===== src/rtl/serial_sym_rx.sv =====
// Serial receiver: start bit, SYMS_PER_FRAME 2-bit symbols (MSB first), stop bit.
// Completed symbols go into a first-word fall-through FIFO for a downstream consumer.
module serial_sym_rx #(
  parameter int SYMS_PER_FRAME = 4,
  parameter int FIFO_DEPTH     = 4
) (
  input  logic       clk,
  input  logic       rst_n,
  input  logic       bit_en,
  input  logic       rx_bit,
  output logic [1:0] sym_out,
  output logic       sym_valid,
  input  logic       sym_ready,
  output logic       frame_done,
  output logic       frame_err,
  output logic       overflow,
  output logic       busy
);
  localparam int SW = (SYMS_PER_FRAME > 1) ? $clog2(SYMS_PER_FRAME) : 1;
  localparam int AW = $clog2(FIFO_DEPTH);
  localparam int CW = $clog2(FIFO_DEPTH + 1);
  localparam logic [SW-1:0] LAST_SYM = SW'(SYMS_PER_FRAME - 1);
  localparam logic [CW-1:0] FULL_CNT = CW'(FIFO_DEPTH);

  typedef enum logic [1:0] {IDLE, DATA, STOP} state_t;

  state_t        state, state_nx;
  logic [SW-1:0] cnt, cnt_nx;
  logic          phase, phase_nx;
  logic          msb, msb_nx;
  logic          push, done_set, err_set;
  logic [1:0]    run_q;

  // Release of rst_n ripples through two flops before a start bit is honoured.
  always_ff @(posedge clk or negedge rst_n)
    if (!rst_n) run_q <= 2'b00;
    else        run_q <= {run_q[0], 1'b1};

  always_ff @(posedge clk or negedge rst_n) begin
    if (!rst_n) begin
      state      <= IDLE;
      cnt        <= '0;
      phase      <= 1'b0;
      msb        <= 1'b0;
      frame_done <= 1'b0;
      frame_err  <= 1'b0;
    end else begin
      state      <= state_nx;
      cnt        <= cnt_nx;
      phase      <= phase_nx;
      msb        <= msb_nx;
      frame_done <= done_set;
      frame_err  <= err_set;
    end
  end

  always_comb begin
    state_nx = state;
    cnt_nx   = cnt;
    phase_nx = phase;
    msb_nx   = msb;
    push     = 1'b0;
    done_set = 1'b0;
    err_set  = 1'b0;
    if (bit_en) begin
      case (state)
        IDLE: if (run_q[1] && !rx_bit) begin
          state_nx = DATA;
          cnt_nx   = '0;
          phase_nx = 1'b0;
        end
        DATA: if (!phase) begin
          msb_nx   = rx_bit;
          phase_nx = 1'b1;
        end else begin
          push     = 1'b1;
          phase_nx = 1'b0;
          if (cnt == LAST_SYM) begin
            cnt_nx   = '0;
            state_nx = STOP;
          end else begin
            cnt_nx = cnt + 1'b1;
          end
        end
        STOP: begin
          state_nx = IDLE;
          if (rx_bit) done_set = 1'b1;
          else        err_set  = 1'b1;
        end
        default: state_nx = IDLE;
      endcase
    end
  end

  assign busy = (state != IDLE);

  logic [FIFO_DEPTH-1:0][1:0] mem;
  logic [AW-1:0] wr_ptr, rd_ptr;
  logic [CW-1:0] count;
  logic          pop, full, wr_en;

  assign full      = (count == FULL_CNT);
  assign sym_valid = (count != '0);
  assign pop       = sym_valid & sym_ready;
  // A full FIFO still accepts the new symbol when the head leaves on the same edge.
  assign wr_en     = push & (~full | pop);
  assign sym_out   = sym_valid ? mem[rd_ptr] : 2'b00;

  always_ff @(posedge clk)
    if (wr_en) mem[wr_ptr] <= {msb, rx_bit};

  always_ff @(posedge clk or negedge rst_n) begin
    if (!rst_n) begin
      wr_ptr   <= '0;
      rd_ptr   <= '0;
      count    <= '0;
      overflow <= 1'b0;
    end else begin
      if (wr_en) wr_ptr <= wr_ptr + 1'b1;
      if (pop)   rd_ptr <= rd_ptr + 1'b1;
      count <= count + CW'(wr_en) - CW'(pop);
      if (push && full && !pop) overflow <= 1'b1;
    end
  end
endmodule


===== config.mk =====
export PLATFORM = sky130hd
export DESIGN_NAME = serial_sym_rx
export DESIGN_NICKNAME = d
export VERILOG_FILES = /design/src/rtl/serial_sym_rx.sv
export SDC_FILE = /design/constraint.sdc
export NUM_CORES = 1
export LEC_CHECK = 0
export CAP_MARGIN = 0
export CORE_MARGIN = 2
export CORE_UTILIZATION = 49
export CTS_CLUSTER_DIAMETER = 30
export DETAILED_ROUTE_END_ITERATION = 8
export GPL_ROUTABILITY_DRIVEN = 0
export PLACE_DENSITY_LB_ADDON = 0.05
export SYNTH_ARGS = -nofsm -noshare
export SYNTH_HDL_FRONTEND = slang
export SYNTH_SLANG_ARGS = --single-unit
export TNS_END_PERCENT = 30

===== constraint.sdc =====
create_clock -name clk -period 3.15 [get_ports clk]
set_clock_uncertainty 0.2 [all_clocks]
set_input_delay 0.4725 -clock clk [delete_from_list [all_inputs] [get_ports clk]]
set_output_delay 0.4725 -clock clk [all_outputs]
set_load 0.05 [all_outputs]

==> flow_summary.yaml <==
yosys:
  ys_seq_area_share_pct: 57.9
  yosysWarnings: 0
  synthDistinctLibCells: 32
  syn_inst: 87
  ys_ff_latch: 26
  synth_area_mm2: 0.00119
  synth.avg_cell_area_um2: 13.7
  syn-num-nets: 100
timing:
  rsz0062_at_grt: "false"
  final.period_utilization_pct: 89.2
  worst_slew_pin_slew_ns: 0.802
  finalCriticalPeriod_ns: 2.81
  slew-limit-headroom_pct: 46.3
  setup_viol: 0
  clock.fmax_mhz: 356
  setup_ws_ns: 0.341
  slew_violations: 0
  fin_setup_tns_ns: 0
  hold_viol_final: 0
worst_hold_path:
  min_to: "run_q[1]$_DFF_PN0_"
  hp-class: "flip-flop to flip-flop"
  hold_path_startpoint: "run_q[0]$_DFF_PN0_"
  whs_path_depth: 0
clocking:
  numCtsBuffers: 3
  h-tree-depth: 1
  cts.clk_slew.worst_paths_ns: 0.13
  cts_sinks: 26
  ctsResizeCount: 0
  cts_tree: "done"
  clockBufferDepth: 2
  ctsHoldBuffers: 0
  cts_setup_buffers: 0
  root_buffer: "clkbuf_4"
  clk_latency_ns: 0.31
job:
  drv_cap: 0
global_routing:
  grtUsageTotal_pct: 15.5
  grt_max_degree: 19
  grt_pass1_vias: 714
  grt_pass1_wl_um: 3040
  grt_overflow_total: 0
  antenna_found_initial: 0
cells_and_area:
  drive_above_1_share_pct: 18.4
  final_common_cell: "dfrtp_1"
  fill_cells: 197
  num_antenna_cells: 0
  utilization_pct: 62.0
  fin_nets: 117
  syn2layout_area_growth_pct: 17.2
  mostFrequentLayoutCells: "18 x dfrtp_1, 11 x clkdlybuf4s50_1, 9 x inv_1"
  fin_cells: 131
drt:
  vias_per_cell: 5.16
  drt-initial-drc-count: 4
  drt.antenna.violating_nets: 0
  wl_per_cell_um: 13.1
  firstDrtPassIters: 3
  drt_wl_total_um: 1710
  drc_errors: 0
  via_count: 676
die:
  io-pin-count: 12
  core_mm2: 0.00225
  initial_core_util_pct: 52.9
  dieWidth_um: 53.3
  die_h_um: 53.3
  die_area_mm2: 0.00284
  fp-row-count: 17
placement:
  dp_hpwl_um: 1270
  portBuffers: 11
  placed_cells: 127
  place_ws_ns: 0.124
setup_path:
  cp_cell_sequence: "mux4_2 > and2_1 > clkdlybuf4s50_1"
  ff2ff_setup_slack_ns: 0.59
  cp-end-kind: "primary output"
  r2r-end: "count[2]$_DFF_PN0_"
  critPathLaunchType: "flip-flop"
  cp.arrival_ns: 2.14
  worstReg2RegStart: "count[1]$_DFF_PN0_"
  slowest_stage: "clkdlybuf4s50_1"
  worst-path-max-fanout: 4
  rr_worst_depth: 9
  crit_type: "flip-flop to primary output"
  worstPathRequired_ns: 2.48
  max_stage_delay_ns: 0.69
pwr:
  cellPowerDensity_mw_per_mm2: 987
  peakVddDrop_uv: 673
  cellLeakagePower_nw: 0.608
outcome:
  status: "finished, final reports clean"
[per-layer routing]
layer	routed length, um	global-route usage, %	up-vias
met5	0	0	-
li1	-	-	329
met1	773	17.9	331
met2	864	26.7	12
met4	21	7.69	0
met3	54	3.39	4
[synth_stat cells, drive strengths merged]
cell type  number  area (um2)
a21o            3        23.8
a22o            1        8.76
a31oi           1        6.26
and2            7        50.1
and2b           1        10.0
and3b           1        8.76
and4            1        8.76
and4b           1        11.3
conb            1        3.75
dfrtp          18         450
edfxtp          8         240
fa              1        20.0
ha              7        87.6
inv             9        33.8
mux2            2        26.3
mux4            2        45.0
nand2           4        15.0
nand2b          3        18.8
nand3           1        5.00
nor2            1        3.75
nor2b           1        6.26
nor4b           2        23.8
o21ai           3        15.0
o22a            1        8.76
o22ai           1        6.26
or3             1        11.3
xnor2           4        35.0
xor2            1        8.76
[worst max-delay path by stage]
stage	from	endpoint	slack (ns)	cells past startpoint
6_report	rd_ptr[0]$_DFFE_PN0N_	sym_out[0]	0.34	3
5_1_grt	rd_ptr[0]$_DFFE_PN0N_	sym_out[0]	0.24	3
4_1_cts	rd_ptr[0]$_DFFE_PN0N_	sym_out[0]	0.32	3
3_5_place_dp	sym_ready	count[2]$_DFF_PN0_	0.12	11
3_3_place_gp	sym_ready	count[2]$_DFF_PN0_	0.13	11
2_1_floorplan	count[1]$_DFF_PN0_	count[2]$_DFF_PN0_	0.59	9
[sequential cells by signal, indices dropped and copies added, names as in the netlist]
register / flops
wr_ptr: 2
phase: 1
msb: 1
overflow: 1
state: 2
mem: 8
count: 3
frame_done: 1
rd_ptr: 2
cnt: 2
frame_err: 1
run_q: 2
[layout make-up]
class                   instances  area [um2]  share of cell area, %
flip-flops and latches         26         691                   49.4
multi-input cells              52         468                   33.5
repair buffers                 12         118                   8.42
well taps                      28        35.0                   2.51
inverters                       9        33.8                   2.42
clock inverters                 1        30.0                   2.15
clock buffers                   3        22.5                   1.61
[per-stage QoR]
step | hold slack, ns | power (W) | cell area [um2]
2_1_floorplan | -0.0231 | 0.00101 | 1190
3_3_place_gp | 0.140 | 0.00115 | 1350
3_5_place_dp | 0.140 | 0.00117 | 1350
4_1_cts | 0.171 | 0.00140 | 1400
5_1_grt | 0.187 | 0.00148 | 1400
6_report | 0.168 | 0.00138 | 1400
[cell families (layout without fill, tap and decap cells)]
| group | Yosys count | count (layout) | synth area share [%] |
|---|---|---|---|
| fa+ha+maj | 8 | 8 | 9.02 |
| buf+inv | 9 | 25 | 2.83 |
| mux | 4 | 4 | 5.98 |
| flops | 26 | 26 | 57.9 |
| simple gates | 24 | 24 | 14.5 |
| xor+xnor | 5 | 5 | 3.67 |
| compound gates | 10 | 10 | 5.77 |
| other cells | 1 | 1 | 0.314 |
[critical path, delay by kind of cell (launching register included)]
| kind | cells | cell delay, ns |
|---|---|---|
| buffers and inverters | 1 | 0.69 |
| multiplexers | 1 | 0.51 |
| flip-flops | 1 | 0.47 |
| AND/OR/NAND/NOR | 1 | 0.16 |
[report_power, final]
| group | total, W | leakage [nW] | switching [W] | internal [W] |
|---|---|---|---|---|
| Combinational | 0.000592 | 0.292 | 0.000308 | 0.000283 |
| Sequential | 0.000566 | 0.288 | 0.000101 | 0.000465 |
| Clock | 0.000221 | 0.0279 | 0.0000928 | 0.000129 |
Power figures use the tool's default switching activity.
